File: src/rtl/bcd_down_timer.sv
// Two-digit BCD countdown timer (99..00).
//
// A preset is captured with load. start begins or resumes counting, and stop pauses it.
// Each en tick in RUN decrements the count by one. done pulses for one cycle when the
// count reaches 00. When RELOAD != 0, the next tick at 00 reloads the preset and counting
// continues. Otherwise the timer returns to IDLE on the edge that produces 00.
//
// Ports:
//   clk1     in   system clock, rising edge
//   rst1     in   asynchronous active-low reset
//   en       in   count tick enable
//   load     in   capture ld_tens/ld_ones as preset and current count
//   ld_ones  in   preset ones digit (BCD, >9 saturates to 9)
//   ld_tens  in   preset tens digit (BCD, >9 saturates to 9)
//   start    in   begin or resume counting
//   stop     in   pause counting
//   ones     out  current ones digit
//   tens     out  current tens digit
//   busy     out  high in RUN or HOLD
//   done     out  registered one-cycle pulse while the count first shows 00
//   zero     out  combinational, count == 00
module bcd_down_timer #(
  parameter int unsigned RELOAD = 0
) (
  input  logic       clk1,
  input  logic       rst1,
  input  logic       en,
  input  logic       load,
  input  logic [3:0] ld_ones,
  input  logic [3:0] ld_tens,
  input  logic       start,
  input  logic       stop,
  output logic [3:0] ones,
  output logic [3:0] tens,
  output logic       busy,
  output logic       done,
  output logic       zero
);

  typedef enum logic [1:0] {
    StIdle = 2'd0,
    StRun  = 2'd1,
    StHold = 2'd2
  } state_e;

  state_e     state_q, state_d;
  logic [3:0] ones_q, ones_d;
  logic [3:0] tens_q, tens_d;
  logic [3:0] pre_ones_q, pre_ones_d;
  logic [3:0] pre_tens_q, pre_tens_d;
  logic       done_q, done_d;

  logic       cnt_zero;
  logic       last_step;  // count is 01, so the next tick lands on 00
  logic [3:0] sat_ones;
  logic [3:0] sat_tens;

  function automatic logic [3:0] sat_bcd(input logic [3:0] d);
    return (d > 4'd9) ? 4'd9 : d;
  endfunction

  assign sat_ones  = sat_bcd(ld_ones);
  assign sat_tens  = sat_bcd(ld_tens);
  assign cnt_zero  = (tens_q == 4'd0) && (ones_q == 4'd0);
  assign last_step = (tens_q == 4'd0) && (ones_q == 4'd1);

  // Priority: load > stop > start > en. A start in any state consumes the cycle, so an en
  // tick in the same cycle is dropped.
  always_comb begin
    state_d    = state_q;
    ones_d     = ones_q;
    tens_d     = tens_q;
    pre_ones_d = pre_ones_q;
    pre_tens_d = pre_tens_q;
    done_d     = 1'b0;

    if (load) begin
      pre_ones_d = sat_ones;
      pre_tens_d = sat_tens;
      ones_d     = sat_ones;
      tens_d     = sat_tens;
      state_d    = StIdle;
    end else if (stop) begin
      if (state_q != StIdle) begin
        state_d = StHold;
      end
    end else if (start) begin
      unique case (state_q)
        StIdle: begin
          // Starting from 00 would immediately underflow, so it is ignored.
          if (!cnt_zero) begin
            state_d = StRun;
          end
        end
        StHold:  state_d = StRun;
        StRun:   state_d = StRun;
        default: state_d = StIdle;
      endcase
    end else if (en && (state_q == StRun)) begin
      if (cnt_zero) begin
        // Only reachable while auto-reloading; otherwise we already left RUN at 00.
        if (RELOAD != 0) begin
          ones_d = pre_ones_q;
          tens_d = pre_tens_q;
        end else begin
          state_d = StIdle;
        end
      end else if (ones_q != 4'd0) begin
        ones_d = ones_q - 4'd1;
        if (last_step) begin
          done_d = 1'b1;
          if (RELOAD == 0) begin
            state_d = StIdle;
          end
        end
      end else begin
        // Borrow from tens.
        ones_d = 4'd9;
        tens_d = tens_q - 4'd1;
      end
    end
  end

  always_ff @(posedge clk1 or negedge rst1) begin
    if (!rst1) begin
      state_q    <= StIdle;
      ones_q     <= 4'd0;
      tens_q     <= 4'd0;
      pre_ones_q <= 4'd0;
      pre_tens_q <= 4'd0;
      done_q     <= 1'b0;
    end else begin
      state_q    <= state_d;
      ones_q     <= ones_d;
      tens_q     <= tens_d;
      pre_ones_q <= pre_ones_d;
      pre_tens_q <= pre_tens_d;
      done_q     <= done_d;
    end
  end

  assign ones = ones_q;
  assign tens = tens_q;
  assign busy = (state_q != StIdle);
  assign done = done_q;
  assign zero = cnt_zero;

endmodule

File: config.mk
export PLATFORM = sky130hd
export DESIGN_NAME = bcd_down_timer
export DESIGN_NICKNAME = d
export VERILOG_FILES = /design/src/rtl/bcd_down_timer.sv
export SDC_FILE = /design/constraint.sdc
export NUM_CORES = 1
export LEC_CHECK = 0
export CORE_MARGIN = 2
export CORE_UTILIZATION = 38
export CTS_CLUSTER_DIAMETER = 200
export DETAILED_ROUTE_END_ITERATION = 6
export GPL_ROUTABILITY_DRIVEN = 1
export HOLD_SLACK_MARGIN = 0.12
export PLACE_DENSITY = 0.8
export RECOVER_POWER = 25
export SETUP_SLACK_MARGIN = 0.2
export SLEW_MARGIN = 15
export SYNTH_ARGS = -nofsm -noshare
export SYNTH_HDL_FRONTEND = slang
export SYNTH_SLANG_ARGS = --single-unit
File: constraint.sdc
create_clock -name clk1 -period 2 [get_ports clk1]
set_input_delay 0.6 -clock clk1 [delete_from_list [all_inputs] [get_ports clk1]]
set_output_delay 0.6 -clock clk1 [all_outputs]
set_load 0.05 [all_outputs]
==> flow_summary.json, run 1 <==
{
  "run_status": "complete, but fails checks",
  "failing_checks": "setup timing",
  "drt.antenna.violating_nets": 0,
  "grt_first_pass_wirelength_mm": 2.77,
  "area_of_the_multi_input_gates_um2": 394,
  "synth_commonest_cells": "11 x sky130_fd_sc_hd__dfrtp_1, 8 x sky130_fd_sc_hd__inv_1, 7 x sky130_fd_sc_hd__nor2_1, 7 x sky130_fd_sc_hd__o21ai_0",
  "avgViaCountPerCell": 5.31,
  "final_layout_size_suffix_gt1_share_pct": 42.3,
  "detailroute.via_count": 743,
  "hold_viol_final": 0,
  "synth_edf_count": 0,
  "postSynthCellCount": 74,
  "critPathTopFamily": "simple AND/OR/NAND/NOR gates",
  "critPathArrivalTime_ns": 1.98,
  "holdPathStages": 2,
  "worst_ir_drop_vdd_uv": 414,
  "area.growth.synth_to_final_pct": 73.5,
  "hold_path_startpoint": "ones[0]$_DFFE_PN0P_",
  "synth_top_cell_area_share_pct": 41.6,
  "route.detailed.drc": 0,
  "cts.sink_count": 11,
  "final_nets": 139,
  "yosys_register_bits": 11,
  "fp.dieW_um": 45.7,
  "worstPathCellList": "inv_2 -> ha_4 -> or3b_4 -> or4_4 -> nor2_4 -> buf_12",
  "core_um2": 1690,
  "worstSkewPairLatency_ns": 0.28,
  "grt_setup_unrepaired": "yes",
  "maxSlewHeadroom_pct": 65.5,
  "timing.max_cap.violations": 0,
  "worst-setup-path-type": "flip-flop to output port",
  "cts-htree-levels": 1,
  "numPortBuffers": 24,
  "netlist.top_cell.by_area": "sky130_fd_sc_hd__dfrtp_1",
  "synth.yosys.seq_area_share_pct": 41.6,
  "drt_first_pass_iters": 4,
  "floorplan.initialDensity_pct": 39.2,
  "pin_count": 25,
  "synth_cell_types": 30,
  "yosys-top-cells-area": "sky130_fd_sc_hd__dfrtp_1 42%, sky130_fd_sc_hd__mux2i_1 6.0%, sky130_fd_sc_hd__o21ai_0 5.3%",
  "stdcell_count": 140,
  "cts.reportedPaths.clkPinSlew_ns": 0.07,
  "fin_crit_ns": 2.58,
  "post_route_clock_period_utilization_pct": 129,
  "drt_iter0_drc": 11,
  "critical_path.slowest_cell": "sky130_fd_sc_hd__or4_4",
  "critPathMaxStageDelay_ns": 0.46,
  "grt_util_all_layers_pct": 18.8,
  "totalNegativeSetupSlack_ns": -0.972,
  "maxClockFrequency_mhz": 388,
  "tritoncts": "done",
  "min_to": "done$_DFF_PN0_",
  "leakage_uw": 0.000547,
  "final_core_utilization_pct": 68.0,
  "num-fill-cells": 138,
  "ys_dominant_reg_cell": "sky130_fd_sc_hd__dfrtp_1",
  "endpoint_kind": "output port",
  "mapped_nets": 89,
  "worst-path-max-fanout": 2,
  "globalRouteOverflowTotal": 0,
  "rrSetupSlack_ns": -0.26,
  "hpwl_mm": 1.34,
  "synth-async-reset-ratio_pct": 100,
  "cts_made_buffers": 3,
  "detailed_route_wire_length_per_cell_um": 12.7,
  "post-synth-top-count-cell": "sky130_fd_sc_hd__dfrtp_1",
  "grt_start_max_net_pins": 12,
  "insertedDiodeCount": 0,
  "final-max-slew-violation-count": 0,
  "hold_removal_path_class": "flip-flop to flip-flop",
  "kind_of_launch_point_of_the_worst_setup_path": "flip-flop",
  "clk_root_buffer_cell": "sky130_fd_sc_hd__clkbuf_4",
  "first_global_vias": 669,
  "worst_tran_pin_value_ns": 0.516,
  "skew_ns": 0.00266,
  "gp_congestion": 0.766,
  "drt-total-wl_mm": 1.78,
  "die_height_um": 45.7,
  "worst_path_buf_inv": 2,
  "place.detailed.instances": 128,
  "post_synth_instance_area_um2": 662,
  "grt_antenna_before_repair": 0,
  "regToRegStartpoint": "tens[0]$_DFFE_PN0P_",
  "reg2regPathDepth": 8,
  "p_per_area_nw_per_um2": 570,
  "finalSetupViolations": 4,
  "setup_ws_ns": -0.579,
  "placement_rows": 15,
  "cp.required_ns": 1.40,
  "post_synth.cell_area_avg_um2": 8.94,
  "design.die.area_um2": 2090,
  "final-seq-area_um2": 279,
  "worstReg2RegEnd": "state_q[0]$_DFFE_PN0P_",
  "cts_max_path_buffers": 2,
  "synth_warnings": 0
}
-- power breakdown --
group	internal [µW]	switching [µW]
sequential	240	15.7
combinational	106	131
clock	77.6	84.1
-- registers in the layout (all words and copies together), names as in the netlist --
register  count
tens          4
ones          4
done          1
state_q       2
-- final cells by class --
| class | count | area share (%) |
|---|---|---|
| Clock buffer | 4 | 2.29 |
| Multi-Input combinational cell | 54 | 34.3 |
| Inverter | 8 | 2.61 |
| Timing Repair Buffer | 46 | 34.6 |
| Sequential cell | 11 | 24.3 |
| Tap cell | 17 | 1.85 |
-- cells by family (layout without fill, tap and decap cells) --
group	count (synthesis)	count (layout)	synth area share, %
flops	11	11	41.6
mux	4	4	6.05
simple gates	30	30	27.2
xor+xnor	1	1	1.32
buf+inv	9	58	5.10
compound gates	18	18	16.8
fa+ha+maj	1	1	1.89
-- per-stage QoR --
step / setup slack, ns / power, µW / hold slack, ns / cell area, µm²
2_1_floorplan: -0.499 / 379 / 0.304 / 693
3_3_place_gp: -0.273 / 479 / 0.600 / 1040
3_5_place_dp: -0.308 / 485 / 0.613 / 1040
4_1_cts: -0.589 / 653 / 0.661 / 1120
5_1_grt: -0.627 / 688 / 0.674 / 1150
6_report: -0.579 / 655 / 0.650 / 1150
-- layer usage --
metal  track usage (%)  wire length (µm)  share of wire [%]  vias up
met5                 0                 0                  0        -
met4              8.57                26                1.5        0
met3              3.57                77                4.3        3
met2              31.3               909                 51       25
met1              23.3               767                 43      340
li1                  -                 -                  -      375
-- worst min-delay path, delay by kind of cell, from the launching register on --
family,cells,cell delay [ns]
simple gates,1,0.05
flops,1,0.46
buf+inv,1,0.10
-- how the worst max path moves through the flow --
stage                   startpoint    to  slack (ns)  cells past startpoint
6_report       tens[0]$_DFFE_PN0P_  zero       -0.58                      6
5_1_grt        tens[0]$_DFFE_PN0P_  zero       -0.63                      6
4_1_cts        tens[0]$_DFFE_PN0P_  zero       -0.59                      6
3_5_place_dp   tens[0]$_DFFE_PN0P_  zero       -0.31                      6
3_3_place_gp   tens[0]$_DFFE_PN0P_  zero       -0.27                      6
2_1_floorplan  tens[0]$_DFFE_PN0P_  zero       -0.50                      5
-- cell usage in the layout, fill, tap and decap left out, types with 2 or more instances in the layout --
master and n:
sky130_fd_sc_hd__inv_2 2, sky130_fd_sc_hd__inv_1 6, sky130_fd_sc_hd__nand4_1 4, sky130_fd_sc_hd__clkbuf_4 3, sky130_fd_sc_hd__dfrtp_1 8, sky130_fd_sc_hd__dlygate4sd2_1 2, sky130_fd_sc_hd__buf_4 30, sky130_fd_sc_hd__clkdlybuf4s50_1 9
sky130_fd_sc_hd__mux2i_1 4, sky130_fd_sc_hd__o21ai_0 6, sky130_fd_sc_hd__dfrtp_2 3, sky130_fd_sc_hd__or2_2 2, sky130_fd_sc_hd__buf_6 2, sky130_fd_sc_hd__a31oi_1 3, sky130_fd_sc_hd__nand2_1 4, sky130_fd_sc_hd__a21oi_1 4
sky130_fd_sc_hd__nor2_1 6
-- timing repair --
action / CTS / global route
gates cloned: 0 / 0
hold buffers: 0 / 0
gates resized for setup: 6 / 3
pin swaps: 6 / 4
endpoints found under the setup margin: 7 / 7
buffers inserted: 6 / 2
No activity file was read; power rests on OpenSTA's default activity.
==> inputs of run 2 (changes only) <==
Settings changed: ABC_AREA set to 1, CORE_UTILIZATION 38 to 40.
==> run 2 against run 1 <==
Effect of this change:
- the flow now finishes without violations
- first-iteration DRC count is 27% lower
- power up 38%
- design area increased by 3.2%
- critical endpoint unchanged
- global-route usage decreased by 0.59 points
- sequential share of layout area shrank 0.53 points
==> flow_summary.json, run 2 <==
{
  "timing.max_cap.violations": 0,
  "worstSkewPairLatency_ns": 0.27,
  "hold_removal_path_class": "flip-flop to flip-flop",
  "maxSlewHeadroom_pct": 65.1,
  "reg2regPathDepth": 11,
  "gr-usage-met1_pct": 21.9,
  "grt_util_all_layers_pct": 18.2,
  "hpwl_mm": 1.40,
  "globalRouteOverflowTotal": 0,
  "critPathMostFrequentCell": "sky130_fd_sc_hd__nand2_4",
  "mapped_nets": 124,
  "netlist.top_cell.by_area": "sky130_fd_sc_hd__dfrtp_1",
  "layout.cells.most_common_list": "24 x sky130_fd_sc_hd__nand2_1, 18 x sky130_fd_sc_hd__buf_4, 12 x sky130_fd_sc_hd__clkdlybuf4s50_1",
  "pin_count": 25,
  "ys_dominant_reg_cell": "sky130_fd_sc_hd__dfrtp_1",
  "post_synth.cell_area_avg_um2": 7.17,
  "skew_ns": 0.00287,
  "hold_viol_final": 0,
  "insertedDiodeCount": 0,
  "drt_first_pass_iters": 4,
  "cp.required_ns": 1.40,
  "num-fill-cells": 146,
  "mostFrequentLayoutCell": "sky130_fd_sc_hd__nand2_1",
  "synth-async-reset-ratio_pct": 100,
  "synth-simple-area-share_pct": 37.4,
  "detailroute.via_count": 810,
  "first_global_vias": 682,
  "drt.antenna.violating_nets": 0,
  "power.share.combinational_pct": 50.5,
  "fin_crit_ns": 1.93,
  "cts_max_path_buffers": 2,
  "core_um2": 1780,
  "critical_path.slowest_cell": "sky130_fd_sc_hd__dfrtp_2",
  "power_switching_uw": 391,
  "tritoncts": "done",
  "numPortBuffers": 24,
  "yosys-top-cells-area": "sky130_fd_sc_hd__dfrtp_1 35%, sky130_fd_sc_hd__nand2_1 12%, sky130_fd_sc_hd__nand2_2 6.4%",
  "post-synth-top-count-cell": "sky130_fd_sc_hd__nand2_1",
  "area.growth.synth_to_final_pct": 51.5,
  "min_to": "state_q[0]$_DFFE_PN0P_",
  "use_met3_pct": 7.04,
  "p_per_area_nw_per_um2": 763,
  "drt-total-wl_mm": 1.81,
  "endpoint_kind": "output port",
  "final_layout_size_suffix_gt1_share_pct": 38.6,
  "hold_path_startpoint": "state_q[0]$_DFFE_PN0P_",
  "final_core_utilization_pct": 66.5,
  "synth_top_cell_area_share_pct": 35.2,
  "drt_iter0_drc": 8,
  "synth.mux.area_fraction_pct": 0,
  "setup_ws_ns": 0.0657,
  "regToRegStartpoint": "tens[0]$_DFFE_PN0P_",
  "run_status": "completed",
  "worstReg2RegEnd": "ones[3]$_DFFE_PN0P_",
  "worst_ir_drop_vdd_uv": 460,
  "synth_edf_count": 0,
  "synth.yosys.seq_area_share_pct": 35.2,
  "grt_antenna_before_repair": 0,
  "cts.reportedPaths.clkPinSlew_ns": 0.07,
  "finalSetupViolations": 0,
  "p_seq_share_pct": 32.6,
  "yosys.area_share.xor_xnor_pct": 2.24,
  "route.detailed.drc": 0,
  "worstSetupPathDepth": 7,
  "design.die.area_um2": 2320,
  "critPathMaxStageDelay_ns": 0.43,
  "fp.dieW_um": 48.2,
  "cts_made_buffers": 3,
  "grt_setup_unrepaired": "yes",
  "yosys_register_bits": 11,
  "die_height_um": 48.2,
  "maxClockFrequency_mhz": 517,
  "placement_rows": 15,
  "critPathArrivalTime_ns": 1.33,
  "worst-path-max-fanout": 2,
  "final-max-slew-violation-count": 0,
  "post_route_clock_period_utilization_pct": 96.7,
  "cts.sink_count": 11,
  "rrSetupSlack_ns": 0.47,
  "floorplan.initialDensity_pct": 43.9,
  "synth_commonest_cells": "25 x sky130_fd_sc_hd__nand2_1, 11 x sky130_fd_sc_hd__dfrtp_1, 9 x sky130_fd_sc_hd__inv_1, 9 x sky130_fd_sc_hd__nand3_1",
  "synth_compound_gate_area_share_pct": 14.7,
  "cts-htree-levels": 1,
  "p_int_uw": 513,
  "gp_congestion": 0.809,
  "sw_frac_of_total_pct": 43.3,
  "holdPathStages": 2,
  "avgViaCountPerCell": 4.76,
  "groute.layer.met2.usage_pct": 28.7,
  "synth_cell_types": 28,
  "detailedPlace.worstSlack_ns": 0.150,
  "worstPathCellList": "inv_4 -> ha_4 -> nand2_4 -> nor2_4 -> nand2_4 -> clkinvlp_4 -> buf_12",
  "synth_warnings": 0,
  "kind_of_launch_point_of_the_worst_setup_path": "flip-flop",
  "critPathTopFamily": "flip-flops",
  "leakage_uw": 0.000567,
  "main_combinational_cell_family_by_area_after_synthesis": "simple AND/OR/NAND/NOR gates",
  "worst_tran_pin_value_ns": 0.522,
  "final_nets": 161,
  "postSynthCellCount": 109,
  "globalRoute.busiestLayer": "met2",
  "power.share.clock_pct": 16.9,
  "post_synth_instance_area_um2": 782,
  "totalPowerFinal_uw": 904,
  "grt_first_pass_wirelength_mm": 2.84,
  "detailed_route_wire_length_per_cell_um": 10.7,
  "worst-setup-path-type": "flip-flop to output port",
  "worst_path_buf_inv": 3,
  "clk_root_buffer_cell": "sky130_fd_sc_hd__clkbuf_4",
  "cts.hold.buffers_added": 0,
  "synth_adder_area_share_pct": 1.60,
  "grt_start_max_net_pins": 12
}
run 2: changes by cell type after synthesis, sizes merged, moves of 2 or more:
| cell | delta |
|---|---|
| a31oi | -2 |
| mux2i | -4 |
| nand4 | -3 |
| o211ai | +2 |
| a21oi | -2 |
| o21ai | +4 |
| or3b | -2 |
| nand2 | +30 |
| nand3 | +9 |
| nor2 | +3 |
| o22ai | +2 |
| inv | +9 |
run 2: cells by family after synthesis:
group / count (synthesis)
AOI/OAI and AO/OA: 19
adders and majority gates: 1
DFF: 11
xor gates and xnor gates: 2
buffers and inverters: 18
and+or+nand+nor: 58
run 2: worst min-delay path: cells and delay by family, from the launching register on:
family / cells / cell delay [ns]
AND/OR/NAND/NOR: 2 / 0.12
flip-flops: 1 / 0.40
run 2: routing by layer:
layer | share of wire [%] | routed length, µm
met1 | 45 | 817
met2 | 50 | 904
met3 | 4.1 | 75
met4 | 0.94 | 17
met5 | 0 | 0
run 2: stage by stage:
step	TNS (ns)	cells	hold WS, ns	area [µm²]
4_1_cts	0	168	0.545	1170
5_1_grt	-0.00458	170	0.568	1180
2_1_floorplan	0	109	0.304	817
3_5_place_dp	0	159	0.528	1100
3_3_place_gp	0	159	0.526	1100
6_report	0	170	0.543	1180
run 2: cell type report:
cell class | instances | area (µm²) | area share (%)
Timing Repair Buffer | 33 | 305 | 25.8
Multi-Input combinational cell | 80 | 468 | 39.5
Tap cell | 25 | 31.3 | 2.64
Clock buffer | 4 | 26.3 | 2.22
Inverter | 17 | 72.6 | 6.12
Sequential cell | 11 | 282 | 23.8
run 2: power by group through the flow:
stage,registers (µW),clock network [µW],logic [µW]
floorplan,392,0,192
global placement,296,0,417
detailed placement,297,0,421
CTS,293,158,451
global route,299,170,492
finish,295,153,456
run 2: worst max path at each step:
stage,startpoint,end,slack [ns]
floorplan,tens[0]$_DFFE_PN0P_,zero,0.17
global placement,start,tens[1]$_DFFE_PN0P_,0.16
detailed placement,start,tens[1]$_DFFE_PN0P_,0.15
CTS,tens[0]$_DFFE_PN0P_,zero,0.01
global route,tens[0]$_DFFE_PN0P_,zero,-0.005
finish,tens[0]$_DFFE_PN0P_,zero,0.07
run 2: what timing repair did:
item / 4_1_cts / 5_1_grt
resized for setup: 2 / 1
endpoints found under the setup margin: 1 / 1
setup buffers: 5 / 2
pin swaps: 2 / 2
hold endpoints to repair: 0 / 0
